**config.mk**
```make
export PLATFORM = sky130hd
export DESIGN_NAME = serial_add_sub
export DESIGN_NICKNAME = d
export VERILOG_FILES = /design/src/rtl/serial_add_sub.sv
export SDC_FILE = /design/constraint.sdc
export NUM_CORES = 1
export LEC_CHECK = 0
export BUFFER_PORTS_ARGS = -buffer_cell sky130_fd_sc_hd__buf_2
export CORE_MARGIN = 2
export CORE_UTILIZATION = 52
export CTS_CLUSTER_SIZE = 10
export DETAILED_ROUTE_END_ITERATION = 10
export PLACE_DENSITY_LB_ADDON = 0.25
export SLEW_MARGIN = 30
export SYNTH_ARGS = -nofsm -noshare
export SYNTH_HDL_FRONTEND = slang
export SYNTH_SLANG_ARGS = --single-unit
```
**constraint.sdc**
```tcl
create_clock -name clk -period 1.6 [get_ports clk]
set_input_delay 0.08 -clock clk [delete_from_list [all_inputs] [get_ports clk]]
set_output_delay 0.08 -clock clk [all_outputs]
set_load 0.01 [all_outputs]
```
**src/rtl/serial_add_sub.sv**
```systemverilog
// -----------------------------------------------------------------------------
// serial_add_sub
//
// Bit-serial adder/subtractor. A single full-adder slice is reused for WIDTH
// clock cycles, working LSB first. Operands are loaded with a start/busy/done
// handshake and the finished result is presented in parallel.
//
// Ports:
//   clk    - system clock; all state updates on its rising edge
//   rst_n  - synchronous reset, active-low
//   start  - operation request, sampled only while idle
//   sel    - 0 = A+B, 1 = A-B (two's complement), captured with start
//   A, B   - operands, captured with start
//   busy   - high while an operation is in progress
//   done   - one-cycle pulse when S/cout/ovf have been updated
//   S      - result register (sum modulo 2^WIDTH)
//   cout   - carry out of the MSB (subtract: 1 = no borrow)
//   ovf    - signed overflow (carry into MSB XOR carry out of MSB)
// -----------------------------------------------------------------------------
module serial_add_sub #(
  parameter int WIDTH = 4
) (
  input  logic             clk,
  input  logic             rst_n,
  input  logic             start,
  input  logic             sel,
  input  logic [WIDTH-1:0] A,
  input  logic [WIDTH-1:0] B,
  output logic             busy,
  output logic             done,
  output logic [WIDTH-1:0] S,
  output logic             cout,
  output logic             ovf
);

  localparam int CW = $clog2(WIDTH);
  localparam logic [CW-1:0] LAST = CW'(WIDTH - 1);

  typedef enum logic {
    IDLE,
    RUN
  } state_t;

  state_t state, state_next;

  logic [WIDTH-1:0] a_sh;
  logic [WIDTH-1:0] b_sh;
  logic [WIDTH-1:0] psum;
  logic             carry;
  logic [CW-1:0]    cnt;

  logic             sum_bit;
  logic             carry_out;
  logic             load;
  logic             last;

  // The one shared full-adder slice.
  assign sum_bit   = a_sh[0] ^ b_sh[0] ^ carry;
  assign carry_out = (a_sh[0] & b_sh[0]) | (a_sh[0] & carry) | (b_sh[0] & carry);
  assign last      = (cnt == LAST);
  assign busy      = (state == RUN);

  // Next-state logic; start is only honoured while idle.
  always_comb begin
    state_next = state;
    load       = 1'b0;
    case (state)
      IDLE: begin
        if (start) begin
          state_next = RUN;
          load       = 1'b1;
        end
      end
      RUN: begin
        if (last) begin
          state_next = IDLE;
        end
      end
      default: state_next = IDLE;
    endcase
  end

  always_ff @(posedge clk) begin
    if (!rst_n) begin
      state <= IDLE;
    end else begin
      state <= state_next;
    end
  end

  // Datapath. Subtraction inverts B at load and seeds the carry with 1.
  // On the final bit, 'carry' still holds the carry into the MSB slice, so
  // the overflow flag is formed from it before it is overwritten.
  always_ff @(posedge clk) begin
    if (!rst_n) begin
      a_sh  <= '0;
      b_sh  <= '0;
      psum  <= '0;
      carry <= 1'b0;
      cnt   <= '0;
      S     <= '0;
      cout  <= 1'b0;
      ovf   <= 1'b0;
      done  <= 1'b0;
    end else begin
      done <= 1'b0;
      if (load) begin
        a_sh  <= A;
        b_sh  <= B ^ {WIDTH{sel}};
        carry <= sel;
        cnt   <= '0;
        psum  <= '0;
      end else if (state == RUN) begin
        a_sh  <= a_sh >> 1;
        b_sh  <= b_sh >> 1;
        carry <= carry_out;
        cnt   <= cnt + 1'b1;
        psum  <= {sum_bit, psum[WIDTH-1:1]};
        if (last) begin
          S    <= {sum_bit, psum[WIDTH-1:1]};
          cout <= carry_out;
          ovf  <= carry ^ carry_out;
          done <= 1'b1;
        end
      end
    end
  end

endmodule
```
==> impl_metrics.csv, run 1 <==
group,metric,value,unit
flow_run,maxCapViolCount,0,
grt,grt_overflow,0,
detailed_routing,drtPass1Iterations,3,
min_path,hp-start,"A[3]",
power_and_ir_drop,vdd_drop_max,594,uV
yosys,synth_edf_count,0,
sta,fin_skew,0.00397,ns
sta,drv_slew,0,
floorplan,coreArea,0.00178,mm2
placement,dp_hpwl,1200,um
setup_path,crit_chain,"buf_4 -> buf_2",
setup_path,crit_path_start_kind,"register",
cells_and_area,final_nets,133,
setup_path,worstSetupPathType,"register to output pin",
setup_path,crit_start,"busy",
yosys,yosysWarnings,0,
detailed_routing,antenna_left,0,
cts,ctsRootBufferMaster,"clkbuf_4",
cells_and_area,final_cell_mix,"22 x dfxtp_1, 19 x buf_2, 11 x a21oi_1",
cts,path_clk_slew,0.13,ns
cells_and_area,area_growth,13.9,%
yosys,avgSynthCellArea,9.87,um2
outcome,status,"completed",
cts,ctsHtreeMaxLevel,1,
yosys,yosysTopAreaCell,"dfxtp_1",
detailed_routing,drc,0,
detailed_routing,via_per_inst,5.22,
placement,placed_cells,139,
cts,clock_sinks,22,
cells_and_area,final_util,64.4,%
yosys,syn_inst,102,
cells_and_area,mostFrequentLayoutCell,"dfxtp_1",
cts,cts_resized,0,
sta,setup_viol,0,
power_and_ir_drop,p_per_area,999,mW/mm2
cells_and_area,instances_no_fill,143,
setup_path,cp.required,1.52,ns
cts,clock_path_buffers,2,
cts,hold_buffers,0,
placement,place_congestion,0.727,
min_path,hold_path.class,"primary input to register",
setup_path,max_stage_delay,0.54,ns
sta,max_freq,741,MHz
yosys,synth_cell_type_count,25,
yosys,synthTopCellsByArea,"dfxtp_1 44%, a21oi_1 5.5%, a21bo_2 5.0%, mux2i_1 5.0%, or3b_1 4.3%",
floorplan,fp-row-count,15,
detailed_routing,wl_per_cell,12.4,um
yosys,netlist.area_leader.share,43.7,%
yosys,yosysSeqAreaShare,43.7,%
cells_and_area,drive_gt1_share,26.3,%
sta,period_share,84.3,%
placement,portBuffers,19,
grt,grt_max_degree,18,
cts,cts_tree,"done",
floorplan,io_pins,20,
yosys,synth_nets,116,
placement,placed_cell_area,0.00109,mm2
sta,maxSlewHeadroom,68.2,%
cells_and_area,insertedDiodeCount,0,
cts,insertion_delay,0.31,ns
sta,finalHoldViolCount,0,
detailed_routing,wl,1770,um
setup_path,reg2reg_from,"a_sh[0]",
setup_path,cp_max_fo,16,
power_and_ir_drop,power,0.00115,W
yosys,dominantRegCellSynth,"dfxtp_1",
grt,grt_pass1_wl,2660,um
yosys,synth_area,0.00101,mm2
cts,cts_setup_buffers,0,
setup_path,cp_data_arrival_time,1.27,ns
grt,grt_pass1_vias,618,
yosys,ys_ff_latch,22,
sta,worst_slew_pin_slew,0.476,ns
sta,rsz0062_at_grt,"false",
floorplan,die-height,48.0,um
grt,antenna_found_initial,0,
setup_path,critPathCaptureType,"output pin",
floorplan,start_util,56.5,%
detailed_routing,drt-initial-drc-count,3,
setup_path,cp_slowest_cell,"dfxtp_1",
power_and_ir_drop,p_leak,0.464,nW
sta,setup_tns,0,ns
detailed_routing,vias,747,
floorplan,die_w,48.0,um
cts,cts_inserted_buffers,3,
cells_and_area,postLayoutCellArea,0.00115,mm2
yosys,async_reset_ff_share,0,%
sta,fin_crit,1.35,ns
grt,grtUsageTotal,16.9,%
floorplan,dieArea,0.00230,mm2
## routing by layer
metal	global-route usage (%)	up-vias	share of wire, %	wire, um
met2	24.5	13	43	757
met3	4.53	4	3.1	54
met1	23.2	336	53	933
li1	-	394	-	-
met4	8.11	0	1.2	21
met5	0	-	0	0
## where the power goes
group          switching, W  internal, W
clock              0.000176     0.000253
combinational     0.0000649    0.0000601
sequential        0.0000197     0.000573
total              0.000260     0.000886
## cells by family after synthesis
group / after synthesis / share of synthesized area [%]
xor+xnor: 5 / 4.35
compound gates: 27 / 18.6
simple gates: 30 / 19.0
flops: 22 / 43.7
fa+ha+maj: 2 / 3.23
buf+inv: 11 / 6.09
mux: 5 / 4.97
## state kept, by name, indices dropped and copies added (netlist names)
name / cells
S: 4
a_sh: 4
b_sh: 4
psum: 3
cnt: 2
busy: 1
carry: 1
cout: 1
done: 1
ovf: 1
## metrics by stage
step                setup slack, ns  hold WS [ns]
detailed placement            0.331         0.334
global route                  0.168        0.0158
floorplan                     0.380         0.227
CTS                           0.242       0.00736
finish                        0.251        0.0155
global placement              0.356         0.315
## layout make-up
cell class / count / area (um2)
timing repair buffer: 21 / 110
multi-input combinational: 69 / 505
sequential: 22 / 440
clock inverter: 1 / 30.0
fill: 159 / 636
clock buffer: 3 / 22.5
tap: 25 / 31.3
inverter: 2 / 7.51
## path summary, 6_finish.rpt
path	cells past startpoint	slack [ns]	endpoint
max	2	0.25	busy
min	3	0.02	a_sh[3]
max reg2reg	3	0.31	ovf
min reg2reg	2	0.49	S[0]
## cells in the mapped netlist, types with 3 or more instances
cell       count
buf_2          7
dfxtp_1       22
nand4bb_1      3
a211oi_1       5
xnor2_1        5
nand2_1        4
a21oi_1       11
nor2b_1        4
a21bo_2        5
nand3_1        8
o211ai_1       3
or3b_1         5
mux2i_1        5
## critical path, delay by kind of cell (launching register included)
kind | cells | cell delay [ns]
flip-flops | 1 | 0.54
buffers and inverters | 2 | 0.41
No activity file was read; power rests on OpenSTA's default activity.
==> run 2, diff against run 1 <==
CORE_UTILIZATION = 47   (was 52)
clock period = 1.2 ns   (was 1.6 ns; I/O delays follow)
==> run 2 against run 1 <==
Against the previous run: via count is 8.4% higher; clock skew is 0.0012 ns higher; highest routed layer unchanged; global-route usage is 1.4 points lower; critical endpoint is now carry.
==> impl_metrics.csv, run 2 (synthesized netlist as in run 1, its figures left out) <==
group,metric,value,unit
outcome,status,"completed",
power_and_ir_drop,vdd_drop_max,668,uV
floorplan,start_util,50.8,%
setup_path,cp.required,1.39,ns
power_and_ir_drop,p_per_area,1280,mW/mm2
cts,clock_path_buffers,2,
setup_path,crit_end,"carry",
setup_path,max_stage_delay,0.39,ns
cts,cts_inserted_buffers,3,
sta,fin_crit,1.17,ns
detailed_routing,via_per_inst,5.36,
sta,drv_slew,0,
setup_path,timing.rr.end,"carry",
grt,grt_pass1_wl,2990,um
grt,grt_overflow,0,
cells_and_area,fill_cells,167,
placement,placed_cell_area,0.00114,mm2
cells_and_area,largestRegisters,"S: 4 flops, a_sh: 4 flops, b_sh: 4 flops",
placement,dp_hpwl,1280,um
detailed_routing,wl,1800,um
floorplan,dieArea,0.00253,mm2
setup_path,crit_chain,"fa_2 -> buf_4 -> nor2b_1 -> a211oi_1",
sta,setup_viol,0,
sta,rsz0062_at_grt,"true",
cells_and_area,postLayoutCellArea,0.00121,mm2
grt,grt_use_met3,2.68,%
detailed_routing,drtPass1Iterations,3,
cells_and_area,final_cell_mix,"21 x dfxtp_1, 19 x buf_2, 11 x a21oi_1",
grt,top_usage_layer,"met2",
min_path,hold_path.class,"primary input to register",
floorplan,die_w,50.3,um
sta,fin_skew,0.00520,ns
grt,antenna_found_initial,0,
detailed_routing,drc,0,
setup_path,critPathCaptureType,"register",
floorplan,coreArea,0.00198,mm2
setup_path,cp_max_fo,2,
setup_path,worstSetupPathType,"register to register",
detailed_routing,wl_per_cell,11.9,um
grt,grt_pass1_vias,710,
sta,setup_tns,0,ns
grt,grtUsageTotal,15.5,%
cts,clock_sinks,22,
placement,portBuffers,19,
floorplan,io_pins,20,
setup_path,ff2ff_path_depth,4,
flow_run,maxCapViolCount,0,
setup_path,cp_slowest_cell,"fa_2",
cts,path_clk_slew,0.13,ns
cells_and_area,insertedDiodeCount,0,
sta,whs,0.0213,ns
detailed_routing,antenna_left,0,
cts,ctsRootBufferMaster,"clkbuf_4",
setup_path,crit_path_start_kind,"register",
cts,insertion_delay,0.31,ns
cts,cts_tree,"done",
floorplan,die-height,50.3,um
grt,grt_max_degree,24,
sta,finalHoldViolCount,0,
grt,met2_usage,26.5,%
cells_and_area,area_growth,20.5,%
floorplan,fp-row-count,16,
cts,ctsHtreeMaxLevel,1,
setup_path,cp_data_arrival_time,1.37,ns
setup_path,r2r_slack,0.03,ns
cells_and_area,mostFrequentLayoutCell,"dfxtp_1",
sta,period_share,97.8,%
cells_and_area,drive_gt1_share,30.6,%
setup_path,crit_start,"a_sh[0]",
cells_and_area,final_nets,139,
detailed_routing,drt-initial-drc-count,9,
grt,use_met1,18.3,%
setup_path,reg2reg_from,"a_sh[0]",
power_and_ir_drop,p_leak,0.497,nW
placement,place_congestion,0.720,
sta,worst_slew_pin_slew,0.477,ns
sta,max_freq,852,MHz
detailed_routing,vias,810,
sta,maxSlewHeadroom,68.2,%
==> run 2: cell types whose count changed in the layout (fill, tap and decap cells not counted) <==
cell           previous run  this run
buf_4                     2         6
buf_12                    0         1
dfxtp_1                  22        21
fa_1                      1         0
fa_2                      0         1
dfxtp_2                   0         1
dlygate4sd3_1             0         1
==> run 2: routing by layer <==
metal | up-vias | part of all wire [%]
met4 | 0 | 2.2
met2 | 15 | 47
li1 | 409 | -
met1 | 382 | 47
met3 | 4 | 3.2
met5 | - | 0
==> run 2: layout make-up <==
type	count	area, um2	area share [%]
clock buffers	3	22.5	1.86
clock inverters	1	30.0	2.47
inverters	2	7.51	0.619
multi-input cells	69	508	41.9
flip-flops and latches	22	442	36.4
well taps	27	33.8	2.78
repair buffers	27	170	14.0
==> run 2: critical path, delay by kind of cell, from the launching register on <==
| kind | cells | cell delay, ns |
|---|---|---|
| AO/OA/AOI/OAI | 1 | 0.05 |
| adder cells (fa/ha/maj) | 1 | 0.39 |
| buffers and inverters | 1 | 0.15 |
| flip-flops | 1 | 0.36 |
| AND/OR/NAND/NOR | 1 | 0.10 |
==> run 2: how the worst min path moves through the flow <==
stage,slack (ns),cells after the start,end,startpoint
floorplan,0.21,2,a_sh[3],A[3]
CTS,0.01,3,b_sh[3],B[3]
finish,0.02,3,b_sh[3],B[3]
detailed placement,0.31,3,a_sh[3],A[3]
global placement,0.31,3,a_sh[3],A[3]
global route,0.04,3,b_sh[3],B[3]
==> run 2: repair_timing <==
item                                   in CTS  in global routing
buffers inserted                            0                  1
cloned                                      0                  0
setup endpoints to repair                   1                  3
pin swaps                                   1                  0
endpoints found under the hold margin       1                  0
resized for setup                           1                  0
hold buffers                                1                  0
==> run 2: where the power goes <==
group	total, W	switching [W]	internal, W
sequential	0.000788	0.0000235	0.000764
combinational	0.000191	0.0000928	0.0000981
clock	0.000576	0.000238	0.000338
==> run 2: metrics by stage <==
stage,cells,util (%),power (W),setup slack [ns]
final,151,61.2,0.00155,0.0265
after global routing,151,61.2,0.00161,-0.0254
after detailed placement,145,57.6,0.000988,0.0211
after CTS,150,60.9,0.00156,0.00965
after global placement,145,57.6,0.000983,0.0455
after floorplan,102,-,0.000932,0.0480
